## src/rtl/lsu_pkg.sv

```systemverilog
// Shared definitions for the MEM-stage load/store unit: default sizes,
// FSM state encoding and the word-address range check.
package lsu_pkg;

  localparam int DEF_ADDR_BITS = 16;
  localparam int DEF_DATA_W    = 32;
  localparam int DEF_TAG_W     = 6;
  localparam int DEF_CNT_W     = 16;

  typedef enum logic [1:0] {
    IDLE    = 2'd0,
    ISSUE   = 2'd1,
    CAPTURE = 2'd2,
    RESP    = 2'd3
  } lsu_state_e;

  // A word address is legal when every bit above the implemented range is zero.
  function automatic logic addr_in_range(input logic [31:0] addr, input int addr_bits);
    return (addr >> addr_bits) == 32'd0;
  endfunction

endpackage

```

## src/rtl/mem_stage_lsu_if.sv

```systemverilog
// Pipeline-side request/response handshake of the load/store unit.
// master = EX/MEM + MEM/WB side, slave = the load/store unit.
interface mem_stage_lsu_if
  import lsu_pkg::*;
#(
  parameter int DATA_W = DEF_DATA_W,
  parameter int TAG_W  = DEF_TAG_W
) ();

  logic              req_valid;
  logic              req_ready;
  logic              req_we;
  logic [31:0]       req_addr;
  logic [DATA_W-1:0] req_wdata;
  logic [TAG_W-1:0]  req_rd;

  logic              resp_valid;
  logic              resp_we;
  logic              resp_err;
  logic [DATA_W-1:0] resp_data;
  logic [TAG_W-1:0]  resp_rd;

  modport master (
    output req_valid, req_we, req_addr, req_wdata, req_rd,
    input  req_ready, resp_valid, resp_we, resp_err, resp_data, resp_rd
  );

  modport slave (
    input  req_valid, req_we, req_addr, req_wdata, req_rd,
    output req_ready, resp_valid, resp_we, resp_err, resp_data, resp_rd
  );

endinterface

```

## src/rtl/lsu_event_counter.sv

```systemverilog
// Wrapping event counter with synchronous clear and increment enable.
module lsu_event_counter
  import lsu_pkg::*;
#(
  parameter int W = DEF_CNT_W
) (
  input  logic         clk,
  input  logic         clear,
  input  logic         inc,
  output logic [W-1:0] count
);

  // Count enabled events; clear wins over increment, overflow wraps to zero.
  always_ff @(posedge clk) begin
    // NOTE: state registers use non-blocking (<=) so every flop samples pre-edge values.
    if (clear)    count <= '0;
    else if (inc) count <= count + 1'b1;
  end

endmodule

```

## src/rtl/mem_stage_lsu.sv

```systemverilog
// MEM-stage load/store unit: accepts one load/store, drives data_mem,
// captures its registered read data and returns a tagged one-cycle response.
module mem_stage_lsu
  import lsu_pkg::*;
#(
  parameter int ADDR_BITS = DEF_ADDR_BITS,
  parameter int DATA_W    = DEF_DATA_W,
  parameter int TAG_W     = DEF_TAG_W,
  parameter int CNT_W     = DEF_CNT_W
) (
  input  logic              clk,
  input  logic              rst,
  mem_stage_lsu_if.slave    lsu,
  output logic              busy,
  output logic              dm_r,
  output logic              dm_w,
  output logic [31:0]       dm_addr,
  output logic [DATA_W-1:0] dm_wdata,
  input  logic [DATA_W-1:0] dm_rdata,
  output logic [CNT_W-1:0]  load_count,
  output logic [CNT_W-1:0]  store_count
);

  lsu_state_e        state, state_next;
  logic              accept;
  logic              in_range;
  logic              resp_valid;

  // Holding registers for the transaction in flight (addr/wdata live in dm_addr/dm_wdata).
  logic              hold_we;
  logic [TAG_W-1:0]  hold_rd;

  // Response registers: hold their value until the next RESP.
  logic              resp_we_q;
  logic              resp_err_q;
  logic [TAG_W-1:0]  resp_rd_q;
  logic [DATA_W-1:0] resp_data_q;

  assign lsu.req_ready  = (state == IDLE) && !rst;
  assign accept         = lsu.req_valid && lsu.req_ready;
  assign in_range       = addr_in_range(lsu.req_addr, ADDR_BITS);

  assign lsu.resp_valid = resp_valid;
  assign lsu.resp_we    = resp_we_q;
  assign lsu.resp_err   = resp_err_q;
  assign lsu.resp_rd    = resp_rd_q;
  assign lsu.resp_data  = resp_data_q;

  // State register; reset drops any transaction in flight.
  always_ff @(posedge clk) begin
    if (rst) state <= IDLE;
    else     state <= state_next;
  end

  // Next-state and per-state strobes.
  always_comb begin
    // NOTE: every output gets a default first, so no path through the case can infer a latch.
    state_next = state;
    dm_r       = 1'b0;
    dm_w       = 1'b0;
    resp_valid = 1'b0;
    busy       = (state != IDLE);
    case (state)
      IDLE:    if (accept) state_next = in_range ? ISSUE : RESP;
      ISSUE: begin
        if (hold_we) begin
          dm_w       = 1'b1;
          state_next = RESP;
        end else begin
          dm_r       = 1'b1;
          state_next = CAPTURE;
        end
      end
      CAPTURE: state_next = RESP;
      RESP: begin
        resp_valid = 1'b1;
        state_next = IDLE;
      end
      default: state_next = IDLE;
    endcase
  end

  // Latch the request at accept and build the response on the edge entering RESP.
  always_ff @(posedge clk) begin
    if (rst) begin
      hold_we     <= 1'b0;
      hold_rd     <= '0;
      dm_addr     <= '0;
      dm_wdata    <= '0;
      resp_we_q   <= 1'b0;
      resp_err_q  <= 1'b0;
      resp_rd_q   <= '0;
      resp_data_q <= '0;
    end else if (accept) begin
      hold_we <= lsu.req_we;
      hold_rd <= lsu.req_rd;
      if (in_range) begin
        // dm_addr/dm_wdata only change for accesses that really reach data_mem.
        dm_addr <= lsu.req_addr;
        if (lsu.req_we) dm_wdata <= lsu.req_wdata;
      end else begin
        resp_we_q   <= lsu.req_we;
        resp_err_q  <= 1'b1;
        resp_rd_q   <= lsu.req_rd;
        resp_data_q <= '0;
      end
    end else if (state == ISSUE && hold_we) begin
      resp_we_q   <= 1'b1;
      resp_err_q  <= 1'b0;
      resp_rd_q   <= hold_rd;
      resp_data_q <= '0;
    end else if (state == CAPTURE) begin
      resp_we_q   <= 1'b0;
      resp_err_q  <= 1'b0;
      resp_rd_q   <= hold_rd;
      resp_data_q <= dm_rdata;
    end
  end

  lsu_event_counter #(.W(CNT_W)) u_load_count (
    .clk   (clk),
    .clear (rst),
    .inc   (resp_valid && !resp_err_q && !resp_we_q),
    .count (load_count)
  );

  lsu_event_counter #(.W(CNT_W)) u_store_count (
    .clk   (clk),
    .clear (rst),
    .inc   (resp_valid && !resp_err_q && resp_we_q),
    .count (store_count)
  );

endmodule

```

## src/flat_wrapper.sv

```systemverilog
// flat-port wrapper written by rule: the top's interface ports become plain ports
module mem_stage_lsu_flat import lsu_pkg::*;
#(
  parameter int ADDR_BITS = DEF_ADDR_BITS,
  parameter int DATA_W    = DEF_DATA_W,
  parameter int TAG_W     = DEF_TAG_W,
  parameter int CNT_W     = DEF_CNT_W
)
  (clk, rst, busy, dm_r, dm_w, dm_addr, dm_wdata, dm_rdata, load_count, store_count, lsu_req_valid, lsu_req_we, lsu_req_addr, lsu_req_wdata, lsu_req_rd, lsu_req_ready, lsu_resp_valid, lsu_resp_we, lsu_resp_err, lsu_resp_data, lsu_resp_rd);
  mem_stage_lsu_if #(.DATA_W(DATA_W), .TAG_W(TAG_W)) lsu_i ();
  input  logic clk;
  input  logic rst;
  output logic busy;
  output logic dm_r;
  output logic dm_w;
  output logic [31:0] dm_addr;
  output logic [DATA_W-1:0] dm_wdata;
  input  logic [DATA_W-1:0] dm_rdata;
  output logic [CNT_W-1:0] load_count;
  output logic [CNT_W-1:0] store_count;
  input wire logic [$bits(lsu_i.req_valid)-1:0] lsu_req_valid;
  input wire logic [$bits(lsu_i.req_we)-1:0] lsu_req_we;
  input wire logic [$bits(lsu_i.req_addr)-1:0] lsu_req_addr;
  input wire logic [$bits(lsu_i.req_wdata)-1:0] lsu_req_wdata;
  input wire logic [$bits(lsu_i.req_rd)-1:0] lsu_req_rd;
  output wire logic [$bits(lsu_i.req_ready)-1:0] lsu_req_ready;
  output wire logic [$bits(lsu_i.resp_valid)-1:0] lsu_resp_valid;
  output wire logic [$bits(lsu_i.resp_we)-1:0] lsu_resp_we;
  output wire logic [$bits(lsu_i.resp_err)-1:0] lsu_resp_err;
  output wire logic [$bits(lsu_i.resp_data)-1:0] lsu_resp_data;
  output wire logic [$bits(lsu_i.resp_rd)-1:0] lsu_resp_rd;
  assign lsu_i.req_valid = lsu_req_valid;
  assign lsu_i.req_we = lsu_req_we;
  assign lsu_i.req_addr = lsu_req_addr;
  assign lsu_i.req_wdata = lsu_req_wdata;
  assign lsu_i.req_rd = lsu_req_rd;
  assign lsu_req_ready = lsu_i.req_ready;
  assign lsu_resp_valid = lsu_i.resp_valid;
  assign lsu_resp_we = lsu_i.resp_we;
  assign lsu_resp_err = lsu_i.resp_err;
  assign lsu_resp_data = lsu_i.resp_data;
  assign lsu_resp_rd = lsu_i.resp_rd;
  mem_stage_lsu #(.ADDR_BITS(ADDR_BITS), .DATA_W(DATA_W), .TAG_W(TAG_W), .CNT_W(CNT_W)) u_core (.clk(clk), .rst(rst), .lsu(lsu_i), .busy(busy), .dm_r(dm_r), .dm_w(dm_w), .dm_addr(dm_addr), .dm_wdata(dm_wdata), .dm_rdata(dm_rdata), .load_count(load_count), .store_count(store_count));
endmodule
```

## config.mk

```make
export PLATFORM = sky130hd
export DESIGN_NAME = mem_stage_lsu_flat
export DESIGN_NICKNAME = d
export VERILOG_FILES = /design/src/rtl/lsu_pkg.sv /design/src/rtl/mem_stage_lsu_if.sv /design/src/rtl/lsu_event_counter.sv /design/src/rtl/mem_stage_lsu.sv /design/src/flat_wrapper.sv
export SDC_FILE = /design/constraint.sdc
export NUM_CORES = 1
export LEC_CHECK = 0
export CAP_MARGIN = 25
export CORE_ASPECT_RATIO = 1.5
export CORE_MARGIN = 8
export CORE_UTILIZATION = 46
export CTS_CLUSTER_DIAMETER = 50
export CTS_CLUSTER_SIZE = 14
export DETAILED_ROUTE_END_ITERATION = 8
export HOLD_SLACK_MARGIN = 0.15
export PLACE_DENSITY = 0.91
export SETUP_SLACK_MARGIN = 0.1
export SYNTH_ARGS = -nofsm -noshare
export SYNTH_HDL_FRONTEND = slang
export SYNTH_SLANG_ARGS = --single-unit
```

## constraint.sdc

```tcl
create_clock -name clk -period 4.5 [get_ports clk]
set_input_delay 0.675 -clock clk [delete_from_list [all_inputs] [get_ports clk]]
set_output_delay 0.675 -clock clk [all_outputs]
set_load 0.02 [all_outputs]
```

==> reports/results.txt, run 1 <==
The clock-pin slew of the registers on the worst-case setup and hold paths is 0.06 ns. Between clock sinks in the finished design, the worst skew comes to 0.00692 ns. The tools report the number of placed I/O pins as 247.

The tools report the clock network latency to the later pin of the worst-skew pair as 0.41 ns. At the pin with the least slew margin, the transition time is 0.931 ns. Counting flops and latches in the post-synthesis netlist gives 145.

The number of gates resized after CTS was 0. Summed over all failing endpoints, the final setup total negative slack is 0 ns. The met3 wirelength from detailed routing was 1620 um. Cells with a size suffix above 1 make up 5.59% of the layout. Of all nets on the critical path, the largest fanout is 33.

The run finished with clean final reports. For this run, the total global-route usage over all layers was measured as 21.6%. By area, the combinational part of the netlist is dominated by simple AND/OR/NAND/NOR gates. The synthesized-area fraction occupied by and/or/nand/nor cells is 22.4%. The most used flip-flop cell after synthesis is sky130_fd_sc_hd__dfxtp_1. In this run, distinct cell masters in the synthesized netlist total 42. The worst register-to-register path ends at u_core.dm_wdata[14]. Static timing analysis puts the maximum clock frequency at 348 MHz. The total routed wire length on the met1 layer is 6850 um, and the area added between synthesis and finish is 53.0%.

The number of instances on the worst hold path came out at 1. The mapped netlist covers 5860 um2. For this block, the routed nets add up to 18500 um of wire. The run gives 656 as the number of instances in the synthesized netlist. The number of antenna violations at the first check in global routing was 1.

The highest layer touched by signal routing is met4. Headroom to the max-slew limit came out at 37.8%. The via count came out at 5604. The most frequent cell after synthesis was sky130_fd_sc_hd__dfxtp_1. The tools report the max-slew violation count as 0. Setup repair after global routing left no endpoint under its margin.

The yosys synthesis warning count was 0. Entering global routing, the biggest net connects 65 pins. Summing the areas of all xor and xnor instances in the mapped netlist gives 3.14% of the synthesized area.

Fraction of synthesized cell area taken by the top area cell type: 49.6%. Summing the areas of all compound-gate instances in the mapped netlist gives 12.6% of the synthesized area. By area the synthesized netlist is led by sky130_fd_sc_hd__dfxtp_1, sky130_fd_sc_hd__mux2i_1, sky130_fd_sc_hd__a21oi_1. For this run, the slowest stage of the critical path takes 0.73 ns. The worst ir drop on vdd is 0.273 mV, and the required arrival time at the worst endpoint is 4.76 ns. Counting the buffers created by CTS gives 17. The run gives 2900 um2 as the sequential cell area. The kind of cell adding the most delay to the critical path is simple AND/OR/NAND/NOR gates. TritonCTS built the clock tree.

The analysis attributes to cell leakage a power of 0.00327 uW. Average footprint of a synthesized cell: 8.93 um2. The share of the Yosys chip area taken by registers is 49.6%. For hold timing, the worst endpoint is u_core.dm_addr[27]. The number of endpoints with negative hold slack in the final report is 0, and the count of flip-flops with a built-in enable after synthesis is 0. Of the post-synthesis cell area, the part taken by muxes is 5.81%. Summed over all layers, the global routing overflow is 0. The region available for standard cell placement spans 12400 um2. The worst-case clock buffer depth was 2.

Walking the worst path, the cells encountered are inv_1, ha_1, and3b_1, nand2_1, o21ai_0, a21oi_1. Counting flops with an async set or reset pin after synthesis yields a share of 0%. From bottom edge to top edge, the die measures 154 um. For this run, the post-layout net count is 995. The clock period could shrink to 2.87 ns. STA classifies the critical path endpoint as a flop.

Summing the areas of all fa, ha and maj instances in the mapped netlist gives 1.50% of the synthesized area. The tools report the initial cell density of the core as 47.0%. The buffers inserted during post-CTS setup optimization is 0, and the number of setup violations in the final report is 0. The commonest cells after synthesis are sky130_fd_sc_hd__dfxtp_1, sky130_fd_sc_hd__a21oi_1, sky130_fd_sc_hd__nand2_1.

Kind of start point of the critical path: a flop. Number of inserted filler cells in the final layout: 922. In this run the core area contains 50 standard-cell rows. Cell type with the highest aggregate area in the netlist: sky130_fd_sc_hd__dfxtp_1. The combined buffer and inverter count along the critical path is 1. In this run, the number of DRC markers left after iteration 0 of detailed routing was 235. The via count of the first global-routing pass was 5647; the max-capacitance violation count was 0. Across all register-to-register paths, the minimum setup slack is 1.63 ns. The tools report the number of sinks driven by the clock tree as 145.

The tools report the area of the die as 16700 um2. For the worst flop-to-flop path, the logic depth is 6. During placement, the flow inserted port buffers numbering 246.

The logs give 4 for the number of H-tree branching levels and 0 for the number of hold buffers added after CTS. The final critical path takes up 63.8% of the cycle. The critical setup path kind is reg -> reg. The die is 108 um wide.

At the end of routability-driven placement, the weighted congestion stood at 0.810. Summing all multi-input logic gate instances after layout gives 2680 um2. After detailed routing, the number of remaining DRC violations is 0.

Among all stages on the critical path, the largest delay is contributed by sky130_fd_sc_hd__nand2_1. Data on the critical path arrives at its endpoint at 3.14 ns. The ratio of total power to cell area is 424 nW/um2.

The net count after synthesis was 769. In this run the critical register-to-register path is launched from u_core.state[0]. The first detailed-routing pass took 7 iterations. The buffer cell driving the clock tree root was sky130_fd_sc_hd__clkbuf_16.

Hold timing on the final database bottoms out at a slack of 0.457 ns. Dividing the detail-routed wire length by the instance count gives 17.5 um. Summing internal, switching and leakage power gives 3800 uW. The detail route stage leaves a number of antenna-violating nets equal to 0.

Ratio of routed vias to standard cells: 5.33. The run gives 9460 um as the sum of met2 wire segment lengths after detailed routing. The worst hold path belongs to the class reg -> reg. Global-route wire length before repair: 28800 um. In this run the most critical hold path is launched from u_core.dm_addr[27].

The tools report the detailed placer's ending HPWL as 13500 um.
registers in the layout, indices dropped and copies added (netlist names):
register and cells:
u_core.u_store_count.count 16, u_core.u_load_count.count 16, u_core.lsu.resp_rd 6, u_core.dm_wdata 32
u_core.lsu.resp_data 32, u_core.hold_rd 6, u_core.hold_we 1, u_core.dm_addr 32
u_core.lsu.resp_err 1, u_core.state 2, u_core.lsu.resp_we 1
per-layer routing:
metal / vias to the layer above / GRT usage, %
met3: 29 / 8.24
met1: 2620 / 22.6
li1: 2732 / -
met2: 223 / 37.1
met5: - / 0
met4: 0 / 9.10
cell families after synthesis:
group | count (synthesis)
mux | 34
simple gates | 249
flops | 145
buf+inv | 63
xor+xnor | 21
compound gates | 137
fa+ha+maj | 7
placed cells by master, fill, tap and decap left out, types with 2 or more instances in the layout:
master,synthesis,final
sky130_fd_sc_hd__a21oi_1,67,67
sky130_fd_sc_hd__and4_1,3,2
sky130_fd_sc_hd__a221oi_1,7,7
sky130_fd_sc_hd__nor4_1,9,9
sky130_fd_sc_hd__nand4_1,8,8
sky130_fd_sc_hd__nor3b_1,2,2
sky130_fd_sc_hd__nor3_1,3,3
sky130_fd_sc_hd__nand3_1,56,56
sky130_fd_sc_hd__clkdlybuf4s50_1,0,245
sky130_fd_sc_hd__o31ai_1,4,4
sky130_fd_sc_hd__or4_1,5,5
sky130_fd_sc_hd__clkinv_4,0,3
sky130_fd_sc_hd__nand2b_1,33,33
sky130_fd_sc_hd__mux2i_1,34,34
sky130_fd_sc_hd__nand2_1,61,61
sky130_fd_sc_hd__nor2_1,26,26
sky130_fd_sc_hd__nand3b_1,2,2
sky130_fd_sc_hd__or3_1,3,3
sky130_fd_sc_hd__and2_1,18,18
sky130_fd_sc_hd__dfxtp_1,145,145
sky130_fd_sc_hd__xor2_1,10,10
sky130_fd_sc_hd__or2_1,2,2
sky130_fd_sc_hd__o21ai_0,53,53
sky130_fd_sc_hd__inv_1,13,13
sky130_fd_sc_hd__clkbuf_16,0,17
sky130_fd_sc_hd__clkbuf_8,0,2
sky130_fd_sc_hd__nor2b_1,2,2
sky130_fd_sc_hd__xnor2_1,11,11
sky130_fd_sc_hd__clkinvlp_4,0,4
sky130_fd_sc_hd__ha_1,7,7
sky130_fd_sc_hd__and3_1,9,9
sky130_fd_sc_hd__buf_4,5,11
sky130_fd_sc_hd__and3b_1,2,2
sky130_fd_sc_hd__inv_6,0,4
where the power goes:
| part | switching [uW] | internal, uW | total, uW | leakage, uW |
|---|---|---|---|---|
| clock network | 568 | 799 | 1370 | 0.000273 |
| logic | 497 | 460 | 957 | 0.00182 |
| registers | 71.2 | 1400 | 1480 | 0.00117 |
| total | 1140 | 2660 | 3800 | 0.00327 |
worst max-delay path by stage:
stage / endpoint / slack (ns) / cells past startpoint / from
6_report: u_core.dm_wdata[14] / 1.63 / 6 / u_core.state[0]
5_1_grt: u_core.dm_wdata[13] / 1.32 / 6 / u_core.state[0]
4_1_cts: u_core.dm_wdata[14] / 1.56 / 6 / u_core.state[0]
3_5_place_dp: u_core.dm_wdata[14] / 1.25 / 5 / lsu_req_valid
3_3_place_gp: u_core.lsu.resp_data[7] / 1.34 / 6 / lsu_req_addr[23]
2_1_floorplan: lsu_req_ready / 2.05 / 5 / rst
per-stage QoR:
step                utilization, %  area, um2  cells  setup slack [ns]
finish                        72.0       8960   1052              1.63
global route                  72.0       8960   1052              1.32
floorplan                        -       5860    656              2.05
detailed placement            67.3       8380   1019              1.25
global placement              67.2       8360   1018              1.34
CTS                           72.0       8960   1051              1.56
cell type report:
type,instances,share of cell area (%)
inverters,13,0.545
clock buffers,19,5.05
diodes,1,0.0279
multi-input cells,448,29.9
repair buffers,257,28.5
well taps,156,2.18
clock inverters,13,1.41
flip-flops and latches,145,32.4
(Power assumes the default switching activity.)
==> run 2, diff against run 1 <==
--- a/config.mk
+++ b/config.mk
@@ -8,12 +8,12 @@
 export CAP_MARGIN = 25
 export CORE_ASPECT_RATIO = 1.5
 export CORE_MARGIN = 8
-export CORE_UTILIZATION = 46
+export CORE_UTILIZATION = 39
 export CTS_CLUSTER_DIAMETER = 50
 export CTS_CLUSTER_SIZE = 14
 export DETAILED_ROUTE_END_ITERATION = 8
 export HOLD_SLACK_MARGIN = 0.15
-export PLACE_DENSITY = 0.91
+export PLACE_DENSITY = 0.82
 export SETUP_SLACK_MARGIN = 0.1
 export SYNTH_ARGS = -nofsm -noshare
 export SYNTH_HDL_FRONTEND = slang
==> constraint.sdc (replaced) <==
create_clock -name clk -period 2.41 [get_ports clk]
set_input_delay 0.3615 -clock clk [delete_from_list [all_inputs] [get_ports clk]]
set_output_delay 0.3615 -clock clk [all_outputs]
set_load 0.02 [all_outputs]
==> reports/results.txt, run 2 (synthesis gave the netlist of run 1 again) <==
The most common library cell in the layout ignoring fill and taps is sky130_fd_sc_hd__clkdlybuf4s50_1. The total of buffers placed on input and output ports works out to 246 (unchanged). On the critical path, the stage with the largest delay is an instance of sky130_fd_sc_hd__clkdlybuf4s50_1. The run gives 6.19% (-2.0 points) as the global-route track usage on met3.

Traced cell by cell, the critical path runs through ha_1, clkdlybuf4s50_1. The kind of cell adding the most delay to the critical path is buffers and inverters. The number of hold buffers added after CTS is 0 (unchanged).

The min-delay analysis places its worst path in the category in -> reg. The pin count of the biggest net entering global routing was 87 (+34%); the part of the cycle the worst path needs was 87.1%. The via count came out at 5579 (-0.45%). The flow ran to the end, and the final reports show no timing, DRC or antenna violations. The library cells used most frequently in the layout, excluding fill and tap cells, are sky130_fd_sc_hd__clkdlybuf4s50_1, sky130_fd_sc_hd__dfxtp_1, sky130_fd_sc_hd__a21oi_1. The logs give 1295 (+40%) for the number of inserted filler cells in the final layout and 284 (+21%) for the number of DRC markers after the initial detailed-route iteration.

The total instance count after detailed placement was 1070 (+5.0%). The ratio of total power to cell area is 799 nW/um2 (+88%). The max-capacitance violation count came out at 0 (unchanged). The first-pass iteration count of the detailed router is 4 (-3), and the setup slack after layout is 0.312 ns (-1.32 ns). The run gives 55 (+10%) as the count of standard-cell rows.

The worst setup path is launched from a flop. For the global-route wire length before repair, the log shows 29000 um (+0.74%). TritonCTS built the clock tree.

The number of endpoints with negative hold slack in the final report was 0 (unchanged). The tools report the endpoint arrival time on the critical path as 1.74 ns (-1.40 ns). The number of antenna violations at the first check in global routing is 0 (-1). By startpoint and endpoint, the worst setup path is classified as reg -> out. The area added between synthesis and finish works out to 55.9%. The number of sinks driven by the clock tree came out at 145 (unchanged). The share of post-route cells with drive strength above 1 was 6.53% (+0.94 points); the timing-limited maximum frequency was 477 MHz. Clock-pin slew of the registers on the worst-case setup and hold paths: 0.06 ns (about the same).

The area of the die was 19300 um2 (+16%). The horizontal die dimension is 116 um (+7.3%). The number of H-tree branching levels is 4 (unchanged), and the combined buffer and inverter count along the critical path is 1 (unchanged). The worst setup skew after layout is 0.0113 ns (+0.00442 ns). For the core region area, the log shows 14900 um2 (+19%). The busiest layer in global routing was met2. The remaining max-slew budget at the tightest pin came out at 44.1% (+6.4 points). The logs give 0 (unchanged) for the DRC violation count after routing and 0 (unchanged) for the aggregate global routing overflow. The run gives 5698 (+0.90%) as the via count of the first global-routing pass. The placer congestion estimate was 0.762 (-6.0%); the minimum period implied by the final worst setup slack was 2.10 ns. The tools report the number of setup violations in the final report as 0 (unchanged). The run gives 18.9% (-2.7 points) as the overall fraction of global-route tracks in use. The sum of internal, switching and leakage power is 7290 uW (+92%), and the overall routed net length is 18300 um (-0.65%). The filler-free cell count of the finished design was 1103 (+4.8%). Setup repair after global routing left no endpoint under its margin. The delay of the slowest cell on the worst path was 0.67 ns (-0.06 ns); the pin slew with the least headroom to its limit was 0.838 ns (-0.0932 ns).

The leakage power was 0.00337 uW (+3.2%); the post-layout net count was 1004 (+0.90%). The logs give 0 ns (unchanged) for the setup TNS and 0.0826 ns (-1.17 ns) for the minimum setup slack after placement. The mean routed wirelength per cell was 16.6 um (-5.2%). The detailed placer's ending HPWL is 13500 um (+0.30%). The run gives 39.4% (-7.6 points) as the initial cell density of the core. The worst-case clock buffer depth is 2 (unchanged), and the overall die height is 166 um (+7.7%). The post-route antenna net violation count was 0 (unchanged).

The buffer cell driving the clock tree root is sky130_fd_sc_hd__clkbuf_16. The hold slack was 0.180 ns (-0.277 ns); the worst ir drop on vdd was 0.477 mV (+75%). The tools report the number of buffers created by CTS as 17 (unchanged).

Worst-path maximum fanout: 6 (-82%). Ratio of routed vias to standard cells: 5.06 (-5.0%). The clock network latency to the later pin of the worst-skew pair was 0.42 ns (about the same). The number of diodes is 0 (-1). STA classifies the critical path endpoint as an output port.

The required arrival time at the worst endpoint came out at 2.05 ns (-2.71 ns). The max-slew violation count is 0 (unchanged). The tools report the global-route met1 utilization as 19.0% (-3.6 points). The number of placed I/O pins is 247 (unchanged), and the met2 demand-to-capacity share in global routing is 34.1% (-3.0 points).
[run 2: cell type report]
cell class                      count  area [um2]  area share [%]
Tap cell                          199         249            2.73
Inverter                           13        48.8           0.535
Timing Repair Buffer              266        2650            29.0
Sequential cell                   145        2900            31.8
Multi-Input combinational cell    448        2680            29.4
Clock buffer                       17         425            4.66
Clock inverter                     15         173            1.89
[run 2: through the flow]
step / utilization [%] / cell area, um2
6_report: 61.4 / 9130
2_1_floorplan: - / 5860
3_5_place_dp: 57.3 / 8520
3_3_place_gp: 57.3 / 8520
4_1_cts: 61.3 / 9120
5_1_grt: 61.4 / 9130
[run 2: worst paths after layout]
kind	startpoint	end	slack (ns)	cells past startpoint
setup reg to reg	u_core.state[0]	u_core.dm_addr[26]	0.46	5
setup / recovery	u_core.state[1]	lsu_resp_valid	0.31	2
hold reg to reg	u_core.hold_rd[2]	u_core.hold_rd[2]	0.46	2
hold / removal	rst	u_core.lsu.resp_we	0.18	2
[run 2: timing repair]
action	4_1_cts	5_1_grt
resized for setup	3	1
buffers inserted	0	1
pin swaps	0	1
setup endpoints to repair	3	15
[run 2: where the power goes]
group	total (uW)	switching, uW	internal, uW
logic	1840	942	903
registers	2760	135	2620
clock network	2690	1120	1560
total	7290	2200	5090
[run 2: layer usage]
metal  share of wire, %  wire (um)
met1                 38       6930
met4                2.2        402
met5                  0          0
met2                 52       9480
met3                8.3       1520
